## config.mk

```make
export PLATFORM = sky130hd
export DESIGN_NAME = tdm_tx
export DESIGN_NICKNAME = d
export VERILOG_FILES = /design/src/rtl/tdm_pkg.sv /design/src/rtl/tdm_bclk_gen.sv /design/src/rtl/tdm_tx.sv
export SDC_FILE = /design/constraint.sdc
export NUM_CORES = 1
export LEC_CHECK = 0
export ABC_AREA = 0
export BUFFER_PORTS_ARGS = -buffer_cell sky130_fd_sc_hd__buf_2
export CAP_MARGIN = 20
export CORE_MARGIN = 5
export CORE_UTILIZATION = 45
export DETAILED_ROUTE_END_ITERATION = 16
export PLACE_DENSITY = 0.73
export SETUP_SLACK_MARGIN = 0.05
export SYNTH_ARGS = -nofsm -noshare
export SYNTH_HDL_FRONTEND = slang
export SYNTH_SLANG_ARGS = --single-unit
```

## constraint.sdc

```tcl
create_clock -name clk -period 8.94 [get_ports clk]
set_input_delay 0.447 -clock clk [delete_from_list [all_inputs] [get_ports clk]]
set_output_delay 0.447 -clock clk [all_outputs]
set_load 0.02 [all_outputs]
```

## src/rtl/tdm_pkg.sv

```systemverilog
// tdm_pkg: shared constants and types for the TDM transmitter.
//   TDM_SLOTS / TDM_SLOT_BITS : frame geometry (4 slots of 32 bits)
//   TDM_K_W                   : width of the frame bit counter
//   TDM_SLOT_W / TDM_BIT_W    : slot index and bit-within-slot widths
//   tdm_state_t               : transmitter FSM states
package tdm_pkg;

    localparam int TDM_SLOTS      = 4;
    localparam int TDM_SLOT_BITS  = 32;
    localparam int TDM_FRAME_BITS = TDM_SLOTS * TDM_SLOT_BITS;
    localparam int TDM_K_W        = $clog2(TDM_FRAME_BITS);
    localparam int TDM_SLOT_W     = $clog2(TDM_SLOTS);
    localparam int TDM_BIT_W      = $clog2(TDM_SLOT_BITS);

    typedef enum logic {
        IDLE = 1'b0,
        RUN  = 1'b1
    } tdm_state_t;

endpackage

```

## src/rtl/tdm_bclk_gen.sv

```systemverilog
// tdm_bclk_gen: bit clock divider for the TDM transmitter.
// bclk is low for BCLK_DIV clk cycles, then high for BCLK_DIV cycles.
// While en is low the divider sits in its reset phase (counter 0, bclk low),
// so the first enabled cycle is the start of a low half-period.
// Ports:
//   clk, rst   system clock, synchronous active-high reset
//   en         run enable
//   bclk       bit clock
//   fall/rise  one-cycle strobes, high in the clk cycle just before bclk
//              falls / rises (i.e. the transition happens on the next edge)
module tdm_bclk_gen #(
    parameter int BCLK_DIV = 2
) (
    input  logic clk,
    input  logic rst,
    input  logic en,
    output logic bclk,
    output logic fall,
    output logic rise
);

    localparam int CNT_W = (BCLK_DIV > 1) ? $clog2(BCLK_DIV) : 1;

    logic [CNT_W-1:0] cnt;
    logic             wrap;

    assign wrap = (cnt == CNT_W'(BCLK_DIV - 1));
    assign fall = en & wrap & bclk;
    assign rise = en & wrap & ~bclk;

    always_ff @(posedge clk) begin
        if (rst || !en) begin
            cnt  <= '0;
            bclk <= 1'b0;
        end else if (wrap) begin
            cnt  <= '0;
            bclk <= ~bclk;
        end else begin
            cnt  <= cnt + 1'b1;
        end
    end

endmodule

```

## src/rtl/tdm_tx.sv

```systemverilog
// tdm_tx: four-channel TDM serial transmitter.
// Captures sample_in0..3 on each rising edge of sample_clk (detected in the
// clk domain) and sends them MSB-first in a 4 x 32-bit slot frame. Words
// narrower than 32 bits are padded with zeros at the end of each slot.
// Ports:
//   clk, rst              system clock, synchronous active-high reset
//   sample_clk            sample-rate clock, rising edge loads the inputs
//   sample_in0..3         signed channel words
//   bclk, lrck, sdout     TDM bit clock, frame sync (k == 0), serial data
//   underrun              sticky flag for a frame start with no new samples
// Build option: define TDM_TX_UNDERRUN_EN to build the underrun detector;
// otherwise underrun is tied low (stale frames are still retransmitted).
module tdm_tx
    import tdm_pkg::*;
#(
    parameter int W        = 16,
    parameter int BCLK_DIV = 2
) (
    input  logic                clk,
    input  logic                rst,
    input  logic                sample_clk,
    input  logic signed [W-1:0] sample_in0,
    input  logic signed [W-1:0] sample_in1,
    input  logic signed [W-1:0] sample_in2,
    input  logic signed [W-1:0] sample_in3,
    output logic                bclk,
    output logic                lrck,
    output logic                sdout,
    output logic                underrun
);

    // Bit of a slot word at position j (0 = MSB); zero past the word width.
    function automatic logic slot_bit(input logic signed [W-1:0] word,
                                      input logic [TDM_BIT_W-1:0] j);
        logic [W-1:0] sh;
        sh = $unsigned(word) << j;
        return sh[W-1];
    endfunction

    logic                sc_q;
    logic                sc_edge;
    logic signed [W-1:0] in_w     [TDM_SLOTS];
    logic signed [W-1:0] hold_q   [TDM_SLOTS];
    logic signed [W-1:0] shadow_q [TDM_SLOTS];
    logic signed [W-1:0] shadow_d [TDM_SLOTS];
    logic [TDM_K_W-1:0]  k_q;
    logic [TDM_K_W-1:0]  k_d;
    tdm_state_t          state_q;
    tdm_state_t          state_d;
    logic                launch;
    logic                frame_start;
    logic                sdout_d;
    logic                lrck_d;
    logic                bclk_fall;
    logic                unused_rise;

    assign in_w[0] = sample_in0;
    assign in_w[1] = sample_in1;
    assign in_w[2] = sample_in2;
    assign in_w[3] = sample_in3;

    // Edge detect: sc_q is the previous-cycle sample_clk.
    assign sc_edge = sample_clk & ~sc_q;

    always_ff @(posedge clk) begin
        sc_q <= sample_clk;
    end

    tdm_bclk_gen #(
        .BCLK_DIV (BCLK_DIV)
    ) u_bclk_gen (
        .clk  (clk),
        .rst  (rst),
        .en   (state_q == RUN),
        .bclk (bclk),
        .fall (bclk_fall),
        .rise (unused_rise)
    );

    // Next state, bit launch and frame-start decode. A launch updates k and
    // the serial outputs together with the falling bclk (or RUN entry).
    always_comb begin
        state_d     = state_q;
        launch      = 1'b0;
        frame_start = 1'b0;
        k_d         = k_q;
        case (state_q)
            IDLE: begin
                if (sc_edge) begin
                    state_d     = RUN;
                    launch      = 1'b1;
                    frame_start = 1'b1;
                    k_d         = '0;
                end
            end
            RUN: begin
                if (bclk_fall) begin
                    launch      = 1'b1;
                    k_d         = k_q + 1'b1;
                    frame_start = (k_d == '0);
                end
            end
            default: state_d = IDLE;
        endcase

        // An edge coinciding with frame start forwards the live inputs so the
        // new samples are not held back a whole frame.
        for (int i = 0; i < TDM_SLOTS; i++) begin
            shadow_d[i] = shadow_q[i];
            if (frame_start) begin
                shadow_d[i] = sc_edge ? in_w[i] : hold_q[i];
            end
        end

        sdout_d = slot_bit(shadow_d[k_d[TDM_K_W-1 -: TDM_SLOT_W]],
                           k_d[TDM_BIT_W-1:0]);
        lrck_d  = (k_d == '0);
    end

    always_ff @(posedge clk) begin
        if (rst) begin
            state_q <= IDLE;
            k_q     <= '0;
            lrck    <= 1'b0;
            sdout   <= 1'b0;
            for (int i = 0; i < TDM_SLOTS; i++) begin
                hold_q[i]   <= '0;
                shadow_q[i] <= '0;
            end
        end else begin
            state_q <= state_d;
            if (launch) begin
                k_q   <= k_d;
                lrck  <= lrck_d;
                sdout <= sdout_d;
            end
            for (int i = 0; i < TDM_SLOTS; i++) begin
                shadow_q[i] <= shadow_d[i];
                if (sc_edge) begin
                    hold_q[i] <= in_w[i];
                end
            end
        end
    end

`ifdef TDM_TX_UNDERRUN_EN
    logic fresh_q;
    logic stale;
    logic underrun_q;

    // A frame start in RUN with nothing new in holding and no forwarded edge.
    assign stale = frame_start && (state_q == RUN) && !fresh_q && !sc_edge;

    always_ff @(posedge clk) begin
        if (rst) begin
            fresh_q    <= 1'b0;
            underrun_q <= 1'b0;
        end else begin
            if (frame_start) begin
                fresh_q <= 1'b0;
            end else if (sc_edge) begin
                fresh_q <= 1'b1;
            end
            if (stale) begin
                underrun_q <= 1'b1;
            end
        end
    end

    assign underrun = underrun_q;
`else
    assign underrun = 1'b0;
`endif

endmodule

```

==> qor.txt <==
layout cells sized above 1: 15.57%
Post-synth EDFFs: 64
Total GRT Usage: 20.25%
Final TNS setup: 0 ns
Power Density: 209.2 mW/mm^2
TritonCTS clock tree: built
Nets: 865
initial core utilization: 45.59%
commonest non-fill, non-tap cell in the layout: nand2_1
Least-Margin Pin Slew: 1.041 ns
outcome: finished, final reports clean
Yosys top cell area share: 27.83%
GPL Wtd Cong: 0.8696
routed len/inst: 18.19 um
Worst Setup Start Kind: flop
first-pass GRT wire length: 28,770 um
vias: 5,892
Post-DP HPWL: 11,180 um
top_reg_cell synth: dfxtp_1
Pleak: 3.207 nW
worst hold path class: in -> reg
CTS resizes: 0
clk sinks: 141
Crit. End Element: flop
area leader, netlist: edfxtp_1
Netlist cell types: 67
Critical-path top delay cell: buf_4
Iter 0 DRT Violations: 741
maxcap violations: 0
PortBufs: 69
Critical Path, Cell by Cell: ha_1 -> nand4_1 -> o211ai_1 -> and2_4 -> buf_4 -> and3_1 -> o31a_1 -> nor4_1 -> nor4_1 -> o31ai_1
Gate Count Post-Synth: 773
CTS Hold Bufs: 0
Arr. time, crit path: 4.22 ns
diode count: 0
worst skew pair latency: 0.43 ns
worst relative slew slack: 30.60%
setup violators final: 0
final wirelength: 18,130 um
vias per cell: 5.910
RSZ-0062 raised after global routing: no
crit path max fanout: 112
post-route ant nets: 0
synth warn: 0
Die H: 133.9 um
Horiz. Die Dim: 133.9 um
# fillers: 1,383
Req. time, crit path: 9.24 ns
DRT Pass-1 Iters: 5
Yosys reg bits: 141
DP Area: 0.007231 mm^2
Clk pin slew, worst setup/hold paths: 0.06 ns
type of the worst setup path: reg -> reg
CTS Buf Count: 17
post-synthesis sequential area ratio: 50.15%
synth top area cells: edfxtp_1 (28%), dfxtp_1 (22%), nand2_1 (8.4%)
root buf cell: clkbuf_16
initial antenna violation count: 0
Avg Inst Size Synth: 8.933 um^2
mapped cell area: 0.006905 mm^2
Post-CTS Setup Inserts: 0
VDD IR max: 136.6 uV
most frequent cells in the layout: nand2_1 (153), nor2_1 (94), dfxtp_1 (77)
Worst Skew: 0.02030 ns
Layout area overhead: 14.08%
final worst path period share: 43.85%
DRC Markers: 0
grt ovf: 0
H-tree Lvls: 4
core box area: 0.01515 mm^2
vias in the first global route: 5,487
floorplan row count: 45
Slew Limit Fails: 0
hold_ws: 0.1853 ns
largest net degree at the start of global routing: 113
Max Fclk: 255.1 MHz
post-layout instance area: 0.007878 mm^2
Tmin final: 3.920 ns
Crit path largest cell delay: 0.85 ns
CTS Buffer Depth: 2
cell mode on critical path: nor4_1
Boundary Pins: 71
syn_nets: 842
die area: 0.01792 mm^2
Post-synth ARST share: 0%
Hold Fails Final Rpt: 0
## metrics by stage
step	total power, mW	worst slack [ns]	instances	utilization, %
global placement	0.8857	5.244	965	47.74
CTS	1.653	5.135	997	52.01
finish	1.648	5.020	997	52.01
detailed placement	0.8890	5.143	965	47.74
floorplan	0.8399	5.861	773	-
global route	1.707	4.625	997	52.01
## synthesized netlist by cell type (2+ instances only)
cell type and number:
nand2_1 154, nor2_1 94, dfxtp_1 77, and3_1 69, edfxtp_1 64, a311oi_1 47
clkbuf_1 46, nand3_1 32, a21oi_1 24, buf_2 18, o21ai_0 15, o22ai_1 13
a211oi_1 11, mux2i_1 11, nor3_1 9, nor4_1 6, buf_1 5, nand4_1 5
a31oi_1 4, inv_1 4, nor2b_1 4, a22oi_1 3, buf_6 3, xnor2_1 3
a22o_1 2, a32oi_1 2, and2_1 2, and4_1 2, ha_1 2, mux2_2 2
o211ai_1 2, o221ai_1 2, o41ai_1 2
## where the power goes
group          internal [mW]  total [mW]  switching (mW)
clock                  0.493       0.770           0.277
sequential             0.715       0.736          0.0209
combinational         0.0517       0.142          0.0901
total                   1.26        1.65           0.388
## worst paths after layout
kind | to | slack, ns | start | cells past startpoint
max | sdout | 5.02 | k_q[0] | 10
max reg2reg | sdout | 5.02 | k_q[0] | 10
min | sc_q | 0.19 | sample_clk | 1
min reg2reg | shadow_q[0][15] | 0.46 | shadow_q[0][15] | 2
## sequential cells by signal (all words and copies together), names as in the netlist
| register | count |
|---|---|
| k_q | 7 |
| sdout | 1 |
| lrck | 1 |
| state_q | 1 |
| u_bclk_gen.bclk | 1 |
| shadow_q | 64 |
| hold_q | 64 |
| u_bclk_gen.cnt | 1 |
| sc_q | 1 |
## area by class of cell
class,count,area (um^2),share of cell area (%)
clock inverters,15,221.5,2.811
well taps,188,235.2,2.986
repair buffers,78,412.9,5.241
clock buffers,17,425.4,5.400
multi-input cells,553,3100,39.36
flip-flops and latches,141,3463,43.96
inverters,5,18.77,0.2382
## worst max-delay path: cells and delay by family, from the launching register on
family / cells / cell delay, ns
AOI/OAI and AO/OA: 3 / 0.66
adders and majority gates: 1 / 0.41
buffers and inverters: 1 / 0.85
DFF: 1 / 0.67
and+or+nand+nor: 5 / 1.16
## kinds of logic after synthesis
| group | share of synthesized area [%] |
|---|---|
| flops | 50.15 |
| other cells | 0.05431 |
| simple gates | 25.66 |
| xor+xnor | 0.3806 |
| fa+ha+maj | 0.3623 |
| mux | 2.247 |
| compound gates | 15.98 |
| buf+inv | 5.164 |
## per-layer routing
layer  share of wire [%]  GRT usage, %  vias up  routed length (um)
li1                    -             -     2854                   -
met1                  44         27.33     2801                8060
met2                  47         32.00      213                8505
met3                 7.0         4.839       24                1262
met4                 1.7         7.086        0                 303
met5                   0             0        -                   0
(Power assumes the default switching activity.)
